## src/rtl/cond_branch_unit_pkg.sv

```systemverilog
// rtl/cond_branch_unit_pkg.sv - shared flag indices, condition codes and FSM encoding
// Purpose: definitions shared by cond_branch_unit, cond_eval and any future
//          predicated-instruction logic.
// Ports:   none (package).
package cond_branch_unit_pkg;

  // Bit positions of the architectural flags inside the flag word / PSR
  localparam int FLAG_C    = 0;
  localparam int FLAG_L    = 1;
  localparam int FLAG_F    = 2;
  localparam int FLAG_Z    = 3;
  localparam int FLAG_N    = 4;
  localparam int FLAG_BITS = 5;

  typedef enum logic [3:0] {
    COND_EQ = 4'd0,
    COND_NE = 4'd1,
    COND_CS = 4'd2,
    COND_CC = 4'd3,
    COND_HI = 4'd4,
    COND_LS = 4'd5,
    COND_GT = 4'd6,
    COND_LE = 4'd7,
    COND_FS = 4'd8,
    COND_FC = 4'd9,
    COND_LO = 4'd10,
    COND_HS = 4'd11,
    COND_LT = 4'd12,
    COND_GE = 4'd13,
    COND_AL = 4'd14,
    COND_NV = 4'd15
  } cond_e;

  typedef enum logic [1:0] {
    ST_IDLE = 2'd0,
    ST_EVAL = 2'd1,
    ST_RESP = 2'd2
  } state_e;

endpackage

```

## src/rtl/cond_branch_unit_cond_eval.sv

```systemverilog
// rtl/cond_branch_unit_cond_eval.sv - combinational condition-code evaluator
// Purpose: decide whether a 4-bit condition holds for a 5-bit flag set.
// Ports:   i_flags  [4:0]  flag set (C,L,F,Z,N at package indices)
//          i_cond   [3:0]  condition code
//          o_taken         condition is true
module cond_eval
  import cond_branch_unit_pkg::*;
(
  input  logic [FLAG_BITS-1:0] i_flags,
  input  logic [3:0]           i_cond,
  output logic                 o_taken
);

  logic w_c;
  logic w_l;
  logic w_f;
  logic w_z;
  logic w_n;

  assign w_c = i_flags[FLAG_C];
  assign w_l = i_flags[FLAG_L];
  assign w_f = i_flags[FLAG_F];
  assign w_z = i_flags[FLAG_Z];
  assign w_n = i_flags[FLAG_N];

  always_comb begin
    o_taken = 1'b0;
    case (cond_e'(i_cond))
      COND_EQ: o_taken = w_z;
      COND_NE: o_taken = !w_z;
      COND_CS: o_taken = w_c;
      COND_CC: o_taken = !w_c;
      COND_HI: o_taken = w_l;
      COND_LS: o_taken = !w_l;
      COND_GT: o_taken = w_n;
      COND_LE: o_taken = !w_n;
      COND_FS: o_taken = w_f;
      COND_FC: o_taken = !w_f;
      COND_LO: o_taken = !w_l && !w_z;
      COND_HS: o_taken = w_l || w_z;
      COND_LT: o_taken = !w_n && !w_z;
      COND_GE: o_taken = w_n || w_z;
      COND_AL: o_taken = 1'b1;
      COND_NV: o_taken = 1'b0;
      default: o_taken = 1'b0;
    endcase
  end

endmodule

```

## src/rtl/cond_branch_unit.sv

```systemverilog
// rtl/cond_branch_unit.sv - conditional branch resolution unit with flag register
// Purpose: accepts one branch request at a time, evaluates its condition
//          against the PSR and returns taken/next_pc through a valid/ready pair.
// Ports:   clk, rst_n                 clock, async active-low reset
//          flag_in, flag_we           PSR load (bits [4:0] used)
//          req_valid/req_ready        request handshake
//          cond, pc, disp, absolute   request payload
//          resp_valid/resp_ready      response handshake
//          taken, next_pc             response payload
//          psr                        current flags, zero-extended
module cond_branch_unit
  import cond_branch_unit_pkg::*;
#(
  parameter int WIDTH = 16
) (
  input  logic             clk,
  input  logic             rst_n,
  input  logic [WIDTH-1:0] flag_in,
  input  logic             flag_we,
  input  logic             req_valid,
  output logic             req_ready,
  input  logic [3:0]       cond,
  input  logic [WIDTH-1:0] pc,
  input  logic [WIDTH-1:0] disp,
  input  logic             absolute,
  output logic             resp_valid,
  input  logic             resp_ready,
  output logic             taken,
  output logic [WIDTH-1:0] next_pc,
  output logic [WIDTH-1:0] psr
);

  state_e               r_state;
  logic [FLAG_BITS-1:0] r_psr;
  logic [3:0]           r_cond;
  logic [WIDTH-1:0]     r_pc;
  logic [WIDTH-1:0]     r_disp;
  logic                 r_abs;
  logic                 r_req_ready;
  logic                 r_resp_valid;
  logic                 r_taken;
  logic [WIDTH-1:0]     r_next_pc;

  logic [FLAG_BITS-1:0] w_flags_eval;
  logic                 w_taken;
  logic [WIDTH-1:0]     w_target;
  logic [WIDTH-1:0]     w_seq_pc;
  logic                 w_unused_flag_bits;

  // A flag write landing in the EVAL cycle must be seen by the branch
  // being evaluated, so bypass the PSR with the incoming flags.
  assign w_flags_eval = flag_we ? flag_in[FLAG_BITS-1:0] : r_psr;

  cond_eval u_cond_eval (
    .i_flags (w_flags_eval),
    .i_cond  (r_cond),
    .o_taken (w_taken)
  );

  // Both additions wrap silently at 2^WIDTH.
  assign w_target = r_abs ? r_disp : (r_pc + r_disp);
  assign w_seq_pc = r_pc + WIDTH'(1);

  assign w_unused_flag_bits = ^flag_in[WIDTH-1:FLAG_BITS];

  always_ff @(posedge clk or negedge rst_n) begin
    if (!rst_n) begin
      r_state      <= ST_IDLE;
      r_psr        <= '0;
      r_cond       <= '0;
      r_pc         <= '0;
      r_disp       <= '0;
      r_abs        <= 1'b0;
      r_req_ready  <= 1'b1;
      r_resp_valid <= 1'b0;
      r_taken      <= 1'b0;
      r_next_pc    <= '0;
    end else begin
      if (flag_we) begin
        r_psr <= flag_in[FLAG_BITS-1:0];
      end
      case (r_state)
        ST_IDLE: begin
          if (req_valid) begin
            r_cond      <= cond;
            r_pc        <= pc;
            r_disp      <= disp;
            r_abs       <= absolute;
            r_req_ready <= 1'b0;
            r_state     <= ST_EVAL;
          end
        end
        ST_EVAL: begin
          r_taken      <= w_taken;
          r_next_pc    <= w_taken ? w_target : w_seq_pc;
          r_resp_valid <= 1'b1;
          r_state      <= ST_RESP;
        end
        ST_RESP: begin
          if (resp_ready) begin
            r_resp_valid <= 1'b0;
            r_req_ready  <= 1'b1;
            r_state      <= ST_IDLE;
          end
        end
        default: begin
          r_resp_valid <= 1'b0;
          r_req_ready  <= 1'b1;
          r_state      <= ST_IDLE;
        end
      endcase
    end
  end

  assign req_ready  = r_req_ready;
  assign resp_valid = r_resp_valid;
  assign taken      = r_taken;
  assign next_pc    = r_next_pc;
  assign psr        = WIDTH'(r_psr);

endmodule

```

## config.mk

```make
export PLATFORM = sky130hd
export DESIGN_NAME = cond_branch_unit
export DESIGN_NICKNAME = d
export VERILOG_FILES = /design/src/rtl/cond_branch_unit_pkg.sv /design/src/rtl/cond_branch_unit_cond_eval.sv /design/src/rtl/cond_branch_unit.sv
export SDC_FILE = /design/constraint.sdc
export NUM_CORES = 1
export LEC_CHECK = 0
export CORE_ASPECT_RATIO = 0.75
export CORE_UTILIZATION = 54
export CTS_BUF_LIST = sky130_fd_sc_hd__clkbuf_8 sky130_fd_sc_hd__clkbuf_16
export DETAILED_ROUTE_END_ITERATION = 16
export GPL_TIMING_DRIVEN = 1
export PLACE_DENSITY = 0.86
export SLEW_MARGIN = 0
export SYNTH_ARGS = -nofsm -noshare
export SYNTH_HDL_FRONTEND = slang
export SYNTH_SLANG_ARGS = --single-unit
```

## constraint.sdc

```tcl
create_clock -name clk -period 5.3 [get_ports clk]
set_input_delay 1.06 -clock clk [delete_from_list [all_inputs] [get_ports clk]]
set_output_delay 1.06 -clock clk [all_outputs]
set_load 0.005 [all_outputs]
```

Yosys cells after proc, flatten, opt, wreduce, memory -nomap -nowiden
Cells that the tools add are included.
Operators by class
  mux-type cells: 12
  add/subtract/negate cells: 2
  equality and inequality tests: 19
  reductions and logical operators: 15
  bitwise operators: 2
Operators by type and width (number)
  $eq 4x4->1 const B: 8
  $mux 16: 2
  $add 16x1->16 const B: 1
  $add 16x16->16: 1
  $eq 4x3->1 const B: 4
  $pmux 1 s16: 1
  $eq 4x2->1 const B: 2
  $pmux 1 s3: 2
  $pmux 2 s3: 1
  $reduce_and 2->1: 3
  $logic_not 1->1: 5
  $mux 5: 1
  $eq 4x1->1 const B: 1
  $logic_not 4->1: 1
  $mux 2: 2
  $ne 2x2->1 const B: 2
  $mux 1: 3
  $reduce_and 3->1: 1
  $eq 2x1->1 const B: 1
  $eq 2x2->1 const B: 1
  $logic_and 1x1->1: 2
  $logic_not 2->1: 1
  $logic_or 1x1->1: 2
  $not 1->1: 2
Word-level totals
  output and inout bits: 35
  register bits: 63
  word-level logic and storage cells: 60
  input port bits: 58

Logic depth before layout (Yosys ltp)
  depth in word-level cells: 5
  gate-level depth with buffers: 10
  mapped depth without buffers: 9

By module
Synthesis repeated with hierarchy kept, for this count alone.
Unflattened totals
  cells, all modules: 372
  area, all modules: 3761.1 um2
Modules (own cells, without submodules)
  cond_branch_unit: instances 1, area each 3577.2 um2, cells each 349, seq. area each 1577.8 um2
  cond_eval: instances 1, area each 183.9 um2, cells each 23, seq. area each 0.0 um2

Worst setup path after synthesis
No wires, ideal clock.
  path type: input-to-reg
  from: input port flag_we
  to: register r_next_pc[13], in the netlist next_pc[13]
  required time: 5174 ps
  data arrival time: 2722 ps
  library setup time: 126 ps
  slack: 2451 ps
  path buffers: 2
  cell stages on the path: 9
  path through: buf_2 -> mux2_2 -> a221oi_1 -> a311oi_1 -> a211oi_2 -> buf_4 -> nor2_1 -> a211oi_1 -> a21oi_1
On the way
  elaborated cells on any way between the ends: 12
  those cells by class: mux (3); reduce/logical (9)
RTL lines
  start, declared: line cond_branch_unit.sv:19  | input logic flag_we,
  $mux 5 (*)
  named net u_cond_eval.i_flags[0]: line cond_branch_unit_cond_eval.sv:9  | input logic [FLAG_BITS-1:0] i_flags,
  $logic_not 1->1: line cond_branch_unit_cond_eval.sv:32  | COND_CC: o_taken = !w_c;
  $pmux 1 s16 (*): line cond_branch_unit_cond_eval.sv:28  | case (cond_e'(i_cond))
  $mux 16 (*): line cond_branch_unit.sv:95  | r_next_pc <= w_taken ? w_target : w_seq_pc;
  end signal, assigned: line cond_branch_unit.sv:95
  end, declared: line cond_branch_unit.sv:42  | logic [WIDTH-1:0] r_next_pc;
The timed path passes the listed nets; every way through them passes the cells marked *.
A chain may end at the register's enable or synchronous reset.

Worst setup path in the final report
  from: input port flag_we
  to: register r_next_pc[1], in the netlist next_pc[1]
The elaborated chain is that of the path after synthesis.

==> results by group <==
Routing
  • Avg WL per Cell: 15.7 um
  • DRC viols: 0
  • Vias: 3165
  • DR iter-0 viols: 159
  • DR vias/cell: 5.68
  • Post-detailed-route count of antenna-violating nets: 0
  • DRT Pass-1 Iters: 4
  • Routed wire length: 8.74 mm

Critical path
  • Worst R2R End: next_pc[15]
  • Crit-path max FO: 18
  • Worst r2r src: r_pc[11]
  • CP arrival: 3830 ps
  • Worst reg-to-reg setup slack: 2630 ps
  • CP Capture Type: register
  • Reg2Reg Depth: 7
  • Worst Setup Path Type: in -> reg
  • Crit path required time: 5510 ps
  • Startpoint types: primary input

Min path
  • Hold path depth: 1
  • Hold Crit Start: resp_valid
  • Worst min-delay path endpoint: resp_valid
  • Hold WC Path Type: reg -> reg

STA
  • Final period utilization: 68.4%
  • Worst slew pin tran: 1120 ps
  • Clock skew: 10.6 ps
  • Hold Slack: 485 ps
  • Slew headroom: 25.1%
  • Post-Route Setup TNS: 0 ps
  • Final min period: 3620 ps
  • RSZ-0062 raised after global routing: false
  • Slew Viols, Final: 0
  • Final Hold Violating Endpoints: 0
  • Fmax: 276 MHz
  • Setup violators final: 0

Logic synthesis
  • Synth cell types: 64
  • Synth top area share: 39.3%
  • Largest cells by area after synthesis: dfrtp_1, mux2_2, ha_1
  • Syn Inst Count: 390
  • Ys flop type: dfrtp_1
  • Yosys warnings: 0
  • Cell area after synthesis: 0.00395 mm2
  • Async set or reset register ratio after synthesis: 100%
  • Post-synthesis sequential area ratio: 39.9%
  • Yosys reg bits: 63
  • Syn_area_per_cell: 10.1 um2
  • Post-synth EDFFs: 0
  • Post-synth top area cell: dfrtp_1

Placement
  • Post-DP HPWL: 6.21 mm
  • Placer Congestion: 0.879
  • PortBufs: 70

Final layout
  • Nets: 529
  • ANT cells: 0
  • Syn-to-layout area delta: 22.9%
  • Layout cells sized above 1: 15.0%
  • Fill count: 522
  • Sequential Area: 0.00158 mm2
  • Multi-input logic area: 0.00222 mm2

Power and ir drop
  • Worst vdd ir: 0.343 mV
  • Clock power share: 12.2%
  • Int Power: 0.00191 W
  • P_sw: 0.00140 W
  • Combinational share of power: 58.7%
  • Net Sw Frac: 42.4%
  • Power Density: 682 mW/mm2
  • Reg power frac: 29.1%
  • Leak: 2.07 nW
  • Pwr Total: 0.00331 W

Job
  • Max cap viols: 0

CTS
  • Clock Latency Late Sink: 350 ps
  • CTS Root Cell: clkbuf_8
  • Clock transition at path regs: 70 ps
  • # hold bufs at CTS: 0
  • Sink Count: 63
  • Number of gates resized after cts: 0
  • CTS tree: done
  • Setup Buffers After CTS: 0
  • H-tree levels: 3
  • CTS Buf Count: 9
  • Clk buf depth: 2

Global route
  • Initial antenna violation count: 0
  • Pin count of the biggest net entering global routing: 64
  • All-Layer GR Usage: 24.7%
  • Global-route wire length before repair: 14.6 mm
  • Vias in the first global route: 3022
  • GR Overflow Total: 0

Floorplan
  • Die Wd: 101 um
  • IO Count: 93
  • Die ar.: 0.00766 mm2
  • Initial core utilization: 57.0%
  • Die Ht: 76.1 um
  • Core box area: 0.00693 mm2
  • Row count: 26

Run status
  • Status: complete, no violations
-- metal layers --
metal  vias to the layer above  part of all wire, %  wire, um  global-route usage, %
met5                         -                    0         0                      0
met1                      1536                   46      4020                   32.9
met2                        95                   48      4170                   38.5
met4                         0                  1.5       129                   7.68
li1                       1523                    -         -                      -
met3                        11                  4.8       420                   7.43
-- metrics by stage --
step           cell area [um2]  utilization, %  setup slack [ps]  std cells
6_report                  4850            70.0              1680        557
5_1_grt                   4850            70.0              1530        557
4_1_cts                   4850            70.0              1720        557
3_5_place_dp              4660            67.3              1340        541
3_3_place_gp              4660            67.3              1480        541
2_1_floorplan             3990               -              2450        400
-- how the worst max path moves through the flow --
stage / to / start / depth (start not counted)
final: next_pc[1] / flag_we / 9
after global routing: next_pc[1] / flag_we / 9
after CTS: next_pc[1] / flag_we / 9
after detailed placement: next_pc[7] / flag_we / 8
after global placement: next_pc[7] / flag_we / 8
after floorplan: next_pc[13] / flag_we / 9
-- worst max-delay path, stage by stage --
cell,delay (ps)
clkdlybuf4s50_1,690
mux2_2,410
a221oi_1,270
a311oi_1,120
a211oi_4,610
buf_4,350
nor2_1,90
a21oi_1,150
o21ai_1,80
-- synthesized netlist by cell type (2+ instances only) --
cell type  instances
buf_4             13
buf_2              3
and3_1             9
nor2b_1            5
dfrtp_1           62
a311oi_1           2
ha_1              16
a21oi_1           13
nor2_1            24
clkbuf_1           7
xor2_1            13
or3b_1             2
nand2_1           32
o21ai_1           11
o211a_1            2
buf_1              5
mux2i_1            9
o21ai_0           11
nand3_1            8
a211oi_1           8
nor4b_1            2
nand2b_1           4
nor3b_1            8
mux2_2            40
a21o_1             8
nand4_1            3
o21a_1             5
o211ai_1           3
xnor2_1           10
o22ai_1            2
a31oi_1            2
inv_1              6
a221o_1            4
nor3_1             8
-- placed cells by master, fill, tap and decap left out, types with 5 or more instances in the layout --
cell type	count
a211oi_1	8
a21o_1	8
a21oi_1	13
and3_1	9
clkbuf_8	10
clkdlybuf4s50_1	69
conb_1	11
dfrtp_1	62
ha_1	16
inv_1	8
mux2_2	40
mux2i_1	9
nand2_1	32
nand3_1	8
nor2_1	23
nor2b_1	5
nor3_1	8
nor3b_1	8
o21a_1	5
o21ai_0	11
o21ai_1	11
xnor2_1	10
xor2_1	13
-- registers in the layout, indices dropped and copies added (netlist names) --
signal	cells
next_pc	16
r_disp	16
r_pc	16
r_psr	5
r_cond	4
r_state	2
r_abs	1
req_ready	1
resp_valid	1
taken	1
-- cells by family (layout without fill, tap and decap cells) --
kind of cell             count (synthesis)  count (layout)  share of synthesized area (%)
AND/OR/NAND/NOR                        115             115                           15.3
multiplexers                            49              49                           13.7
adder cells (fa/ha/maj)                 17              17                           5.57
other                                    1              11                         0.0949
XOR/XNOR                                23              23                           5.10
flip-flops                              63              63                           39.9
AO/OA/AOI/OAI                           86              86                           15.1
buffers and inverters                   36              95                           5.19
-- power by group through the flow --
| stage | Clock, W | Sequential, W | Combinational, W |
|---|---|---|---|
| global placement | 0 | 0.000954 | 0.00183 |
| global route | 0.000442 | 0.000999 | 0.00215 |
| detailed placement | 0 | 0.000969 | 0.00190 |
| finish | 0.000405 | 0.000963 | 0.00194 |
| CTS | 0.000413 | 0.000961 | 0.00193 |
| floorplan | 0 | 0.000891 | 0.00149 |
-- area by class of cell --
type                       instances  share of cell area (%)
tap                               98                    2.53
timing repair buffer              73                    14.8
clock inverter                     6                    1.13
sequential                        63                    32.5
multi-input combinational        301                    45.7
clock buffer                      10                    2.84
inverter                           6                   0.464
(Power assumes the default switching activity.)
